<file path="config.mk">
export PLATFORM = sky130hd
export DESIGN_NAME = plusarg_watchdog
export DESIGN_NICKNAME = d
export VERILOG_FILES = /design/src/rtl/plusarg_watchdog.sv
export SDC_FILE = /design/constraint.sdc
export NUM_CORES = 1
export LEC_CHECK = 0
export ABC_AREA = 1
export CAP_MARGIN = 20
export CORE_MARGIN = 2
export CORE_UTILIZATION = 40
export DETAILED_ROUTE_END_ITERATION = 12
export GPL_TIMING_DRIVEN = 0
export PLACE_DENSITY_LB_ADDON = 0.05
export SYNTH_ARGS = -nofsm -noshare
export SYNTH_HDL_FRONTEND = slang
export SYNTH_SLANG_ARGS = --single-unit
</file>
<file path="constraint.sdc">
create_clock -name clock -period 5.4 [get_ports clock]
set_clock_uncertainty 0.1 [all_clocks]
set_input_delay 1.08 -clock clock [delete_from_list [all_inputs] [get_ports clock]]
set_output_delay 1.08 -clock clock [all_outputs]
set_load 0.02 [all_outputs]
</file>
<file path="src/rtl/plusarg_watchdog.sv">
// Multi-channel forward-progress watchdog with a runtime stall limit and a sticky timeout.
// Optional build macro PLUSARG_WATCHDOG_FATAL_EN ends a simulation at the trip edge.
module plusarg_watchdog #(
  parameter int N     = 4,
  parameter int CNT_W = 32,
  parameter int IDX_W = 5
) (
  input  logic             clock,
  input  logic             reset_n,
  input  logic [31:0]      limit,
  input  logic             enable,
  input  logic [N-1:0]     active,
  input  logic [N-1:0]     progress,
  input  logic             clear,
  output logic             armed,
  output logic             timeout,
  output logic [IDX_W-1:0] timeout_chan,
  output logic             timeout_pulse,
  output logic [1:0]       dbg_state
);

  typedef enum logic [1:0] {
    S_DISABLED = 2'd0,
    S_ARMED    = 2'd1,
    S_TRIPPED  = 2'd2
  } state_t;

  localparam logic [32:0]      CNT_MAX = (33'd1 << CNT_W) - 33'd1;
  localparam logic [CNT_W-1:0] CNT_SAT = '1;

  state_t           state_q;
  state_t           state_d;
  logic [CNT_W-1:0] cnt_q [N];
  logic [CNT_W-1:0] cnt_d [N];
  logic [N-1:0]     over;
  logic             limit_reachable;
  logic             limit_zero;
  logic             trip;
  logic [IDX_W-1:0] trip_chan;

  assign dbg_state = state_q;

  // A limit the counter can never reach must not trip on a saturated count.
  always_comb begin
    limit_reachable = ({1'b0, limit} <= CNT_MAX);
    limit_zero      = (limit == 32'd0);
    for (int i = 0; i < N; i++) begin
      over[i] = active[i] & ~progress[i] & limit_reachable &
                ((33'(cnt_q[i]) + 33'd1) >= {1'b0, limit});
    end
  end

  always_comb begin
    trip_chan = '0;
    for (int i = N - 1; i >= 0; i--) begin
      if (over[i]) begin
        trip_chan = IDX_W'(i);
      end
    end
  end

  // Disable beats trip (limit==0 would otherwise satisfy the compare); clear beats trip.
  assign trip = (state_q == S_ARMED) & enable & ~limit_zero & ~clear & (|over);

  always_comb begin
    state_d = state_q;
    case (state_q)
      S_DISABLED: begin
        if (enable && !limit_zero) state_d = S_ARMED;
      end
      S_ARMED: begin
        if (!enable || limit_zero) state_d = S_DISABLED;
        else if (trip)             state_d = S_TRIPPED;
      end
      S_TRIPPED: begin
        if (clear)        state_d = S_ARMED;
        else if (!enable) state_d = S_DISABLED;
      end
      default: state_d = S_DISABLED;
    endcase
  end

  always_comb begin
    for (int i = 0; i < N; i++) begin
      cnt_d[i] = cnt_q[i];
      if (state_q == S_DISABLED || clear) begin
        cnt_d[i] = '0;
      end else if (progress[i] || !active[i]) begin
        cnt_d[i] = '0;
      end else if (cnt_q[i] != CNT_SAT) begin
        cnt_d[i] = cnt_q[i] + 1'b1;
      end
    end
  end

  always_ff @(posedge clock or negedge reset_n) begin
    if (!reset_n) begin
      state_q       <= S_DISABLED;
      armed         <= 1'b0;
      timeout       <= 1'b0;
      timeout_chan  <= '0;
      timeout_pulse <= 1'b0;
      for (int i = 0; i < N; i++) begin
        cnt_q[i] <= '0;
      end
    end else begin
      state_q       <= state_d;
      armed         <= (state_d == S_ARMED);
      timeout       <= (state_d == S_TRIPPED);
      timeout_pulse <= trip;
      if (trip) begin
        timeout_chan <= trip_chan;
      end
      for (int i = 0; i < N; i++) begin
        cnt_q[i] <= cnt_d[i];
      end
    end
  end

`ifdef PLUSARG_WATCHDOG_FATAL_EN
`ifndef SYNTHESIS
  logic [32:0] stall_len;

  always_comb begin
    stall_len = '0;
    for (int i = N - 1; i >= 0; i--) begin
      if (over[i]) begin
        stall_len = 33'(cnt_q[i]) + 33'd1;
      end
    end
  end

  always @(posedge clock) begin
    if (reset_n && trip) begin
      $display("watchdog: channel %d stalled %d cycles", trip_chan, stall_len);
      $fatal(1);
    end
  end
`endif
`else
  // Default build: a trip is reported through the outputs only.
`endif

endmodule

</file>
Word-level counts from Yosys, hierarchy flattened --
Index checks and enable logic that the tools add are counted.
Storage, ports and cells: flip-flop bits (word level) 138, latch bits 0, bits in writable memories 0, ROM bits 0, bits of input ports 44, output and inout bits 10, word-level logic and storage cells 89, memories 0
Cells by class: add/subtract/negate cells 8, $mul 0, div/mod/pow operators 0, order comparisons 4, equal/unequal tests 8, shifts and indexed selects 0, mux-type cells 22, bitwise logic cells 18, reductions and logical operators 20
Operator list (count):
- $mux W32 | 12
- $add A32 B1 Y33 const B | 4
- $ge A33 B32 Y1 | 4
- $add A32 B1 Y32 const B | 4
- $ne A32 B32 Y1 const B | 4
- $logic_not A32 Y1 | 1
- $mux W2 | 9
- $and A1 B1 Y1 | 12
- $reduce_bool A3 Y1 | 4
- $logic_not A1 Y1 | 6
- $logic_or A1 B1 Y1 | 6
- $not A1 Y1 | 6
- $pmux W2 S3 | 1
- $eq A2 B1 Y1 const B | 2
- $eq A2 B2 Y1 const B | 2
- $reduce_or A4 Y1 | 1
- $logic_not A2 Y1 | 1
- $logic_and A1 B1 Y1 | 1

Depth between registers and ports, before layout --
Gate-level depths: netlist of run 1.
word-level depth 9, gate-level depth with buffers 28, depth with buffers taken out 28

Least setup slack after synthesis of run 1 --
No wires, ideal clock.
path type register to register, start register cnt_q[32] in the netlist's numbering, end register timeout_chan[0], library setup time 117 ps, data arrival time 2945 ps, data required time 5183 ps, slack 2239 ps, cell stages (with the launch flop) 24, path buffers 0, clock period less this slack 3161 ps, path through dfrtp_1 -> ha_1 -> nand2_1 -> nor2_4 -> nand2_4 -> nor3_4 -> nand4_2 -> nor2_4 -> nand2_2 -> nor2_4 -> xor2_2 -> inv_1 -> ha_1 -> nand3_1 -> nor3_1 -> nand2_4 -> nor2_1 -> nor2_1 -> nand2_1 -> nand2_2 -> nand2_2 -> nand2_4 -> nand3_1 -> nand2_1
On the way: cells in the longest elaborated chain, start to end 6, elaborated cells between the ends (all ways) 8, classes of those cells add/sub (1); order compare (1); mux (3); bitwise (2); reduce/logical (1)
Ends and longest elaborated chain:
- start, declared | line 33 | logic [CNT_W-1:0] cnt_q [N];
- start signal, assigned by index | line 115 | cnt_q[i] <= cnt_d[i];
- $add A32 B1 Y33 (*) | line 49 | ((33'(cnt_q[i]) + 33'd1) >= {1'b0, limit});
- $ge A33 B32 Y1 (*) | line 49
- $and A1 B1 Y1 (*) | line 48 | over[i] = active[i] & ~progress[i] & limit_reachable &
- $mux W2 (3 in a row) | line 56 | if (over[i]) begin
- end signal, assigned | line 112 | timeout_chan <= trip_chan;
- end, declared | line 17 | output logic [IDX_W-1:0] timeout_chan,
Every way passes the cells marked *; elsewhere a longest branch is shown, timed or not. A chain may end at the register's enable or synchronous reset.

Worst setup path after layout of run 1 --
start register cnt_q[64] in the netlist's numbering, end register armed
On the way: cells in the longest elaborated chain, start to end 9
Ends and longest elaborated chain:
- $add A32 B1 Y33 | line 49
- $ge A33 B32 Y1 | line 49
- $and A1 B1 Y1 | line 48
- $reduce_or A4 Y1 | line 63 | assign trip = (state_q == S_ARMED) & enable & ~limit_zero & ~clear & (|over);
- $and A1 B1 Y1 | line 63
- $mux W2 | line 73 | else if (trip) state_d = S_TRIPPED;
- $mux W2 | line 72 | if (!enable || limit_zero) state_d = S_DISABLED;
- $pmux W2 S3 | line 67 | case (state_q)
- $eq A2 B1 Y1 | line 108 | armed <= (state_d == S_ARMED);
- end signal, assigned | line 108
- end, declared | line 15 | output logic armed,
No other way between the ends.

==> results.md, run 1 <==
* Area after detailed placement at between 10000 and 15000 um^2
* Total power at 2530 uW
* Share of cells above drive strength 1 at 8.02%
* CTS Root Cell: clkbuf_16
* Met1 Track Usage GR at 31.7%
* WP data required at between 5 and 6 ns
* Period utilisation layout at 73.6%
* Post-CTS Hold Fix Bufs at 0
* RSZ-0062 raised after global routing: false
* # diodes at 0
* XOR/XNOR share of the synthesized area at 7.28%
* Clk slew on worst S/H paths at roughly 0.07 ns
* Hold Fails Final Rpt at 0
* Flop-to-flop setup slack at 1.42 ns
* WL/cell at around 17 um
* Setup Fix Bufs, Post-CTS at 0
* Via Count at roughly 10000
* Hold Path Cell Cnt at 2
* Crit path from: cnt_q[64]$_DFFE_PN0P_
* DP HPWL at 27600 um
* Chip height at 173 um
* DR iter-0 viols at 612
* Avg Cell Area, Syn at 7.20 um^2
* Filler Cell Count at around 2900
* Synth Area in Simple Gates at 30.9%
* PostCTS Resize Cnt at 0
* Clock buffer depth at 2
* CTS buffer count at 17
* Adder and majority cell fraction of the synthesized area at about 14%
* CP Data Arrival Time at between 4 and 5 ns
* Largest family of logic cells by synthesized area: simple AND/OR/NAND/NOR gates
* Relative slew slack at 46.1%
* Largest net degree at the start of global routing at 80
* Fraction of registers with async set/reset at 100%
* MaxCap Viol Count at 0
* Hold path start: timeout_chan[0]$_DFFE_PN0P_
* Multiplexer area fraction after synthesis at 0%
* Post-synthesis compound-gate area fraction at 8.37%
* EDFF count, synth at 0
* Slew Limit Fails at 0
* Power Dens Cells at 194 nW/um^2
* Post-DRT Antenna Nets at 0
* Fin area at 13100 um^2
* Status: completed
* Area grow syn2layout at 14.4%
* Post-Syn Area at 11400 um^2
* Vias per cell at 5.02
* Slew @ Worst Pin at approximately 0.81 ns
* Post-Route Utilization at 46.7%
* Final Setup Violations at 0
* Post-synthesis sequential area ratio at 29.6%
* TritonCTS clock tree: yes
* Crit Reg-Reg Startpoint: cnt_q[64]$_DFFE_PN0P_
* F_max at 252 MHz
* Nets@finish at approximately 1800
* Rows at 61
* Initial antenna violation count at 0
* H-tree depth at 4
* Top Ports at 54
* R2R Path End: armed$_DFF_PN0_
* GR Layer Usage met2 at 42.3%
* Yosys cell types at between 40 and 50
* Grt met3 use at 2.79%
* Worst Hold Class: flop to flop
* Initial Util at 40.8%
* Yosys warns at 0
* Core region area at 27900 um^2
* Post-synthesis register bit count at 135
* Crit path kind: flop to flop
* Clock Latency Late Sink at 0.44 ns
* Die area at 29900 um^2
* Tmin final at 3.98 ns
* Port-buffer cells at 50
* First-pass GRT wire length at 55600 um
* Pre-antenna DRT Iters at 5
* DRC at 0
* Cell Count, Final, Fillers Out at 2048
* Grt total ovfl at 0
* Mapped Cells at roughly 1600
* Tot GR Track Use at 24.2%
* Vias in the first global route at 10144
* Grt peak-use layer: met2
* Post-Route WL at 35400 um
* Endpoint class of the critical path: flop
* Clock Sinks at 135
* Inst Count DP at 2016
* Worst r2r path cells at 25
* Peak VDD IR at ~0.19 mV
* CP Launch Type: flop
* CP Max Fanout at 6
* Routability cong. at 0.839
* Primary FF master, synth: dfrtp_1
* LEAKAGE at 0.00723 uW
* Worst Hold Slack at 0.426 ns
* WHS Endpoint: timeout_chan[0]$_DFFE_PN0P_
* Die Wd at 173 um
[where the power goes]
| group | total (uW) | switching (uW) | internal [uW] | leakage (uW) |
|---|---|---|---|---|
| sequential | 1020 | 7.51 | 1020 | 0.00188 |
| clock | 1280 | 503 | 778 | 0.000297 |
| combinational | 230 | 152 | 77.5 | 0.00505 |
| total | 2530 | 662 | 1870 | 0.00723 |
[flip-flops by register name, indices dropped and copies added, names as in the netlist]
name           cells
armed              1
dbg_state          2
timeout            1
cnt_q            128
timeout_pulse      1
timeout_chan       2
[cell usage in the layout, fill, tap and decap left out, types with 17 or more instances in the layout]
cell,synthesis,final
xor2_1,74,74
xnor2_1,19,19
nor3_1,24,24
inv_1,247,247
nor2_2,20,20
a21oi_1,70,70
nand2_1,406,406
o21ai_0,75,75
nor4_1,22,22
nor2_1,139,139
nand4_1,33,33
clkdlybuf4s50_1,0,49
ha_1,132,132
dfrtp_1,135,135
clkbuf_16,0,17
nand3_1,57,57
[worst max-delay path: stages (launching register included)]
cell and delay [ns]:
dfrtp_1 0.43, ha_1 0.20, nand2_1 0.12, nor2_1 0.16
nand2_1 0.10, inv_1 0.10, nand4_1 0.13, nor2_1 0.23
nand2_1 0.17, nor2_1 0.15, xor2_1 0.22, inv_1 0.07
ha_1 0.30, nand2_1 0.05, inv_1 0.04, nand2_1 0.08
nor3_1 0.33, nand3_1 0.13, nor2_1 0.13, nand2_1 0.07
nand3_1 0.07, nand2_1 0.10, nand2_1 0.11, nand2_2 0.12
nand3_2 0.11, nand2_1 0.06
[how the worst max path moves through the flow]
stage,depth (start not counted),slack [ns],to
final,25,1.42,armed$_DFF_PN0_
after global routing,25,0.92,armed$_DFF_PN0_
after CTS,25,1.49,armed$_DFF_PN0_
after detailed placement,25,1.51,armed$_DFF_PN0_
after global placement,1,-2.90,cnt_q[17]$_DFFE_PN0P_
after floorplan,23,2.24,timeout_chan[0]$_DFFE_PN0P_
[logic make-up after synthesis]
kind of cell               after synthesis
buffers and inverters                  278
AOI/OAI and AO/OA                      178
and+or+nand+nor                        767
adders and majority gates              132
other                                    1
xor gates and xnor gates                94
DFF                                    135
[routing by layer]
layer  vias up  routed length [um]
li1       5214                   -
met4         0                 717
met3        38                1010
met5         -                   0
met1      4881               16300
met2       143               17400
[stage by stage]
| step | TNS, ns | setup slack, ns |
|---|---|---|
| 2_1_floorplan | 0 | 2.24 |
| 3_3_place_gp | -389.85 | -2.90 |
| 3_5_place_dp | 0 | 1.51 |
| 4_1_cts | 0 | 1.49 |
| 5_1_grt | 0 | 0.924 |
| 6_report | 0 | 1.42 |
[layout make-up]
cell class / count / area (um^2) / share of cell area [%]
Buffer: 20 / 93.8 / 0.719
Inverter: 258 / 968 / 7.42
Tap cell: 378 / 473 / 3.62
Clock buffer: 18 / 429 / 3.29
Timing Repair Buffer: 51 / 529 / 4.06
Sequential cell: 135 / 3380 / 25.9
Multi-Input combinational cell: 1174 / 6980 / 53.5
Clock inverter: 14 / 200 / 1.53
[cells in the mapped netlist (6+ instances only)]
master,number,area [um^2]
nand2_1,406,1520
clkbuf_1,11,41.3
xnor2_1,19,166
nor4_1,22,138
nor2_1,139,522
nand4_1,33,206
nand3_1,57,285
ha_1,132,1650
o21ai_0,75,375
a21oi_1,70,350
nand2_4,7,78.8
xor2_1,74,648
inv_1,247,927
o21ai_1,11,55.1
dfrtp_1,135,3380
nand2_2,15,93.8
nor2_4,13,146
or2_2,6,37.5
nor2_2,20,125
a21o_1,8,60.1
inv_2,11,41.3
nor3_1,24,120
Note: power is estimated with default switching activity, not from simulation.
==> run 2: changes to the inputs <==
==> constraint.sdc (replaced) <==
create_clock -name clock -period 4.2 [get_ports clock]
set_clock_uncertainty 0.1 [all_clocks]
set_input_delay 0.84 -clock clock [delete_from_list [all_inputs] [get_ports clock]]
set_output_delay 0.84 -clock clock [all_outputs]
set_load 0.02 [all_outputs]
==> results.md, run 2 (synthesis results as in run 1) <==
* CTS Root Cell: clkbuf_16
* Vias per cell at 5.01
* Final Setup Violations at 0
* LEAKAGE at 0.00724 uW
* Filler Cell Count at ~2900
* Worst Hold Slack at ~0.34 ns
* CP Launch Type: flop
* Setup ws final at 0.331 ns
* CTS buffer count at 17
* Relative slew slack at 46.1%
* F_max at 258 MHz
* Vias in the first global route at 10144
* Max FFs per register at roughly 130
* Period utilisation layout at 92.1%
* Post-DRT Antenna Nets at 0
* Post-CTS Hold Fix Bufs at 0
* CP Data Arrival Time at 4.15 ns
* Crit Reg-Reg Startpoint: cnt_q[0]$_DFFE_PN0P_
* Tot GR Track Use at ~24%
* Clock Sinks at 135
* Share of cells above drive strength 1 at 8.32%
* Nets@finish at 1834
* Leading cell types in the layout, fill and taps excluded: nand2_1 (406), inv_1 (247), nor2_1 (138), dfrtp_1 (134), ha_1 (132)
* MaxCap Viol Count at 0
* First-pass GRT wire length at about 56000 um
* Initial Util at 40.8%
* Crit path kind: flop to flop
* Worst Hold Class: input port to asynchronous set/reset pin
* Die Wd at roughly 170 um
* Rows at 61
* Clock Latency Late Sink at 0.44 ns
* # diodes at 0
* DP HPWL at 27600 um
* Clock buffer depth at 2
* Flop-to-flop setup slack at 0.33 ns
* R2R Path End: timeout_chan[0]$_DFFE_PN0P_
* H-tree depth at 4
* Via Count at ~10000
* DR iter-0 viols at 620
* RSZ-0062 raised after global routing: false
* Tmin final at slightly below 4 ns
* Total power at 3260 uW
* Register area at 3380 um^2
* Area grow syn2layout at 14.6%
* Hold Fails Final Rpt at 0
* Most common cell after layout, fill and taps aside: nand2_1
* Core region area at 27900 um^2
* Endpoint class of the critical path: flop
* DRC at 0
* Slew Limit Fails at 0
* Grt total ovfl at 0
* Slew @ Worst Pin at 0.808 ns
* Status: completed
* Multi-input logic area at 7000 um^2
* Dpl ws at 0.306 ns
* Peak VDD IR at 0.249 mV
* Post-Route WL at 35400 um
* Chip height at about 170 um
* Top Ports at 54
* CP Max Fanout at 5
* WL/cell at 17.3 um
* Largest net degree at the start of global routing at 80
* Worst r2r path cells at 21
* WP data required at around 4.5 ns
* Area after detailed placement at between 10000 and 15000 um^2
* Power Dens Cells at ~250 nW/um^2
* Most flop-heavy register: cnt_q
* TritonCTS clock tree: yes
* Port-buffer cells at 50
* Routability cong. at between 0.8 and 0.9
* Die area at 29900 um^2
* Post-Route Utilization at a little under half
* Fin area at around 13000 um^2
* Clk slew on worst S/H paths at 0.07 ns
* Initial antenna violation count at 0
* Pre-antenna DRT Iters at 5
run 2: cell count changes in the layout (fill, tap and decap cells not counted), sizes merged:
cell / delta
buf: +1
run 2: metal layers:
metal	share of wire [%]	up-vias	global-route usage (%)
met5	0	-	0
met4	2.1	0	6.53
met3	2.9	40	2.79
met2	49	156	42.3
met1	46	4857	31.7
li1	-	5217	-
run 2: timing repair:
| action | 4_1_cts | 5_1_grt |
|---|---|---|
| resized for setup | 0 | 5 |
| setup endpoints to repair | 0 | 7 |
| setup buffers | 0 | 1 |
run 2: how the worst max path moves through the flow:
stage	startpoint	end	slack (ns)
4_1_cts	cnt_q[64]$_DFFE_PN0P_	armed$_DFF_PN0_	0.29
3_3_place_gp	reset_n	cnt_q[17]$_DFFE_PN0P_	-3.86
6_report	cnt_q[0]$_DFFE_PN0P_	timeout_chan[0]$_DFFE_PN0P_	0.33
3_5_place_dp	cnt_q[64]$_DFFE_PN0P_	armed$_DFF_PN0_	0.31
2_1_floorplan	cnt_q[32]$_DFFE_PN0P_	timeout_chan[0]$_DFFE_PN0P_	1.04
5_1_grt	cnt_q[0]$_DFFE_PN0P_	timeout_chan[0]$_DFFE_PN0P_	0.01
run 2: cell type report:
type / instances / area share (%)
repair buffers: 52 / 4.10
flip-flops and latches: 135 / 25.8
clock inverters: 14 / 1.53
well taps: 378 / 3.62
clock buffers: 18 / 3.28
multi-input cells: 1174 / 53.5
plain buffers: 20 / 0.718
inverters: 258 / 7.41
run 2: critical path, stage by stage, from the launching register on:
cell and delay [ns]:
dfrtp_1 0.41, ha_1 0.19, nand2_1 0.08, nor2_2 0.15, nand2_2 0.13, nor2_2 0.22
inv_1 0.12, nor4_4 0.35, nand3_1 0.14, xor2_1 0.25, inv_1 0.08, ha_1 0.29
nand2_1 0.06, nor2_1 0.18, nand2_1 0.14, nor3_2 0.22, nand2_1 0.09, a21boi_0 0.16
nand2_1 0.07, a21oi_1 0.24, nand2_2 0.06, nand2_1 0.06
run 2: where the power goes:
part	switching, uW	total (uW)	internal [uW]
logic	196	296	99.6
registers	9.61	1320	1310
clock network	650	1650	1000
run 2: stage by stage:
step	setup TNS [ns]	std cells
6_report	0	2049
5_1_grt	0	2049
4_1_cts	0	2048
3_5_place_dp	0	2016
3_3_place_gp	-519.45	2015
2_1_floorplan	0	1587
==> run 3: changes to the inputs <==
--- a/config.mk
+++ b/config.mk
@@ -8,7 +8,7 @@
 export ABC_AREA = 1
 export CAP_MARGIN = 20
 export CORE_MARGIN = 2
-export CORE_UTILIZATION = 40
+export CORE_UTILIZATION = 33
 export DETAILED_ROUTE_END_ITERATION = 12
 export GPL_TIMING_DRIVEN = 0
 export PLACE_DENSITY_LB_ADDON = 0.05
==> results.md, run 3 (synthesis results as in run 1) <==
* Vias in the first global route at around 10000
* Setup Fix Bufs, Post-CTS at 0
* Crit path kind: flop to flop
* WL/cell at between 15 and 20 um
* Grt total ovfl at 0
* Leading cell types in the layout, fill and taps excluded: nand2_1 (406), inv_1 (247), nor2_1 (139), dfrtp_1 (135), ha_1 (132)
* Inst Count DP at 2093
* Port-buffer cells at 50
* LEAKAGE at 0.00722 uW
* Flop-to-flop setup slack at 0.40 ns
* Worst r2r path cells at 22
* Chip height at 190 um
* DR iter-0 viols at 569
* Endpoint class of the critical path: flop
* Core region area at around 34000 um^2
* Relative slew slack at approximately 55%
* MaxCap Viol Count at 0
* Post-Route WL at around 36000 um
* Crit Reg-Reg Startpoint: cnt_q[96]$_DFFE_PN0P_
* Slew Limit Fails at 0
* Most common cell after layout, fill and taps aside: nand2_1
* Filler Cell Count at 3692
* Clock Latency Late Sink at 0.44 ns
* Most flop-heavy register: cnt_q
* # diodes at 0
* DP HPWL at between 20000 and 30000 um
* Via Count at 9952
* Share of cells above drive strength 1 at 8.08%
* Slew @ Worst Pin at 0.668 ns
* Tot GR Track Use at 20.5%
* CP Launch Type: flop
* F_max at 263 MHz
* Cell Count, Final, Fillers Out at approximately 2100
* Crit path capture: dbg_state[0]$_DFF_PN0_
* Post-DRT Antenna Nets at 0
* CTS buffer count at 17
* Rows at 68
* Worst Hold Class: input port to asynchronous set/reset pin
* TritonCTS clock tree: yes
* Setup ws final at 0.399 ns
* CP Max Fanout at 6
* Clock Sinks at 135
* Multi-input logic area at 6980 um^2
* DRC at 0
* Area grow syn2layout at 15.2%
* Post-CTS Hold Fix Bufs at 0
* First-pass GRT wire length at 56000 um
* CTS Root Cell: clkbuf_16
* Register area at approximately 3400 um^2
* Period utilisation layout at around nine tenths
* R2R Path End: dbg_state[0]$_DFF_PN0_
* Top Ports at 54
* Vias per cell at 4.68
* RSZ-0062 raised after global routing: false
* Die area at around 36000 um^2
* WP data required at ~4.4 ns
* Largest net degree at the start of global routing at 71
* Die Wd at 190 um
* Final Setup Violations at 0
* Initial Util at 33.3%
* Power Dens Cells at 246 nW/um^2
* Peak VDD IR at 0.303 mV
* Pre-antenna DRT Iters at 5
* Clock buffer depth at 2
* Status: completed
* Crit path from: cnt_q[96]$_DFFE_PN0P_
* Total power at 3230 uW
* PostCTS Resize Cnt at 0
* H-tree depth at 4
* Clk slew on worst S/H paths at 0.06 ns
* Max FFs per register at 128
* Initial antenna violation count at 0
* Hold Fails Final Rpt at 0
* Routability cong. at 0.826
* Tmin final at 3.80 ns
* Dpl ws at 0.411 ns
* Nets@finish at 1833
* CP Data Arrival Time at 4.04 ns
run 3: power breakdown:
part           internal, uW  total (uW)  switching, uW
Clock                   994        1630            635
Combinational          99.6         287            187
Sequential             1310        1320           10.6
run 3: cell type report:
type                            count  share of cell area [%]
Buffer                             20                   0.714
Clock buffer                       17                    3.24
Clock inverter                     15                    1.55
Inverter                          258                    7.37
Multi-Input combinational cell   1174                    53.1
Sequential cell                   135                    25.7
Tap cell                          455                    4.33
Timing Repair Buffer               51                    4.03
run 3: worst min-delay path by stage:
stage	startpoint	endpoint	slack [ns]	cells past startpoint
after floorplan	cnt_q[64]$_DFFE_PN0P_	cnt_q[64]$_DFFE_PN0P_	0.39	1
after global placement	timeout_chan[0]$_DFFE_PN0P_	timeout_chan[0]$_DFFE_PN0P_	0.39	2
after detailed placement	timeout_chan[0]$_DFFE_PN0P_	timeout_chan[0]$_DFFE_PN0P_	0.40	2
after CTS	reset_n	cnt_q[41]$_DFFE_PN0P_	0.31	1
after global routing	reset_n	cnt_q[41]$_DFFE_PN0P_	0.33	1
final	reset_n	cnt_q[44]$_DFFE_PN0P_	0.28	1
run 3: worst max-delay path, stage by stage, from the launching register on:
cell and delay, ns:
dfrtp_1 0.43, ha_1 0.21, nand2_1 0.08, nor2_2 0.21
nand2_2 0.15, nor2_4 0.21, nand3_2 0.12, nor2_4 0.16
nand3_1 0.11, xor2_1 0.28, inv_1 0.09, ha_1 0.32
nand4_1 0.15, nor2_1 0.19, nand3b_1 0.10, a21oi_1 0.13
nand2_1 0.08, nand3_2 0.06, nand2_1 0.11, nand2_1 0.11
nand2_2 0.12, nand3_2 0.12, nand2_1 0.05
run 3: metal layers:
metal	vias to the layer above	global-route usage, %	part of all wire (%)	wire (um)
met3	32	2.34	1.9	692
met2	99	33.3	46	16200
li1	5223	-	-	-
met4	0	5.81	1.6	571
met1	4598	28.9	51	18100
met5	-	0	0	0
run 3: per-stage QoR:
| stage | hold slack (ns) | TNS [ns] | area (um^2) | util, % |
|---|---|---|---|---|
| detailed placement | 0.395 | 0 | 12500 | 36.5 |
| global route | 0.329 | 0 | 13100 | 38.3 |
| finish | 0.280 | 0 | 13100 | 38.3 |
| floorplan | 0.391 | 0 | 11400 | - |
| CTS | 0.310 | 0 | 13100 | 38.3 |
| global placement | 0.393 | -535.08 | 12500 | 36.4 |
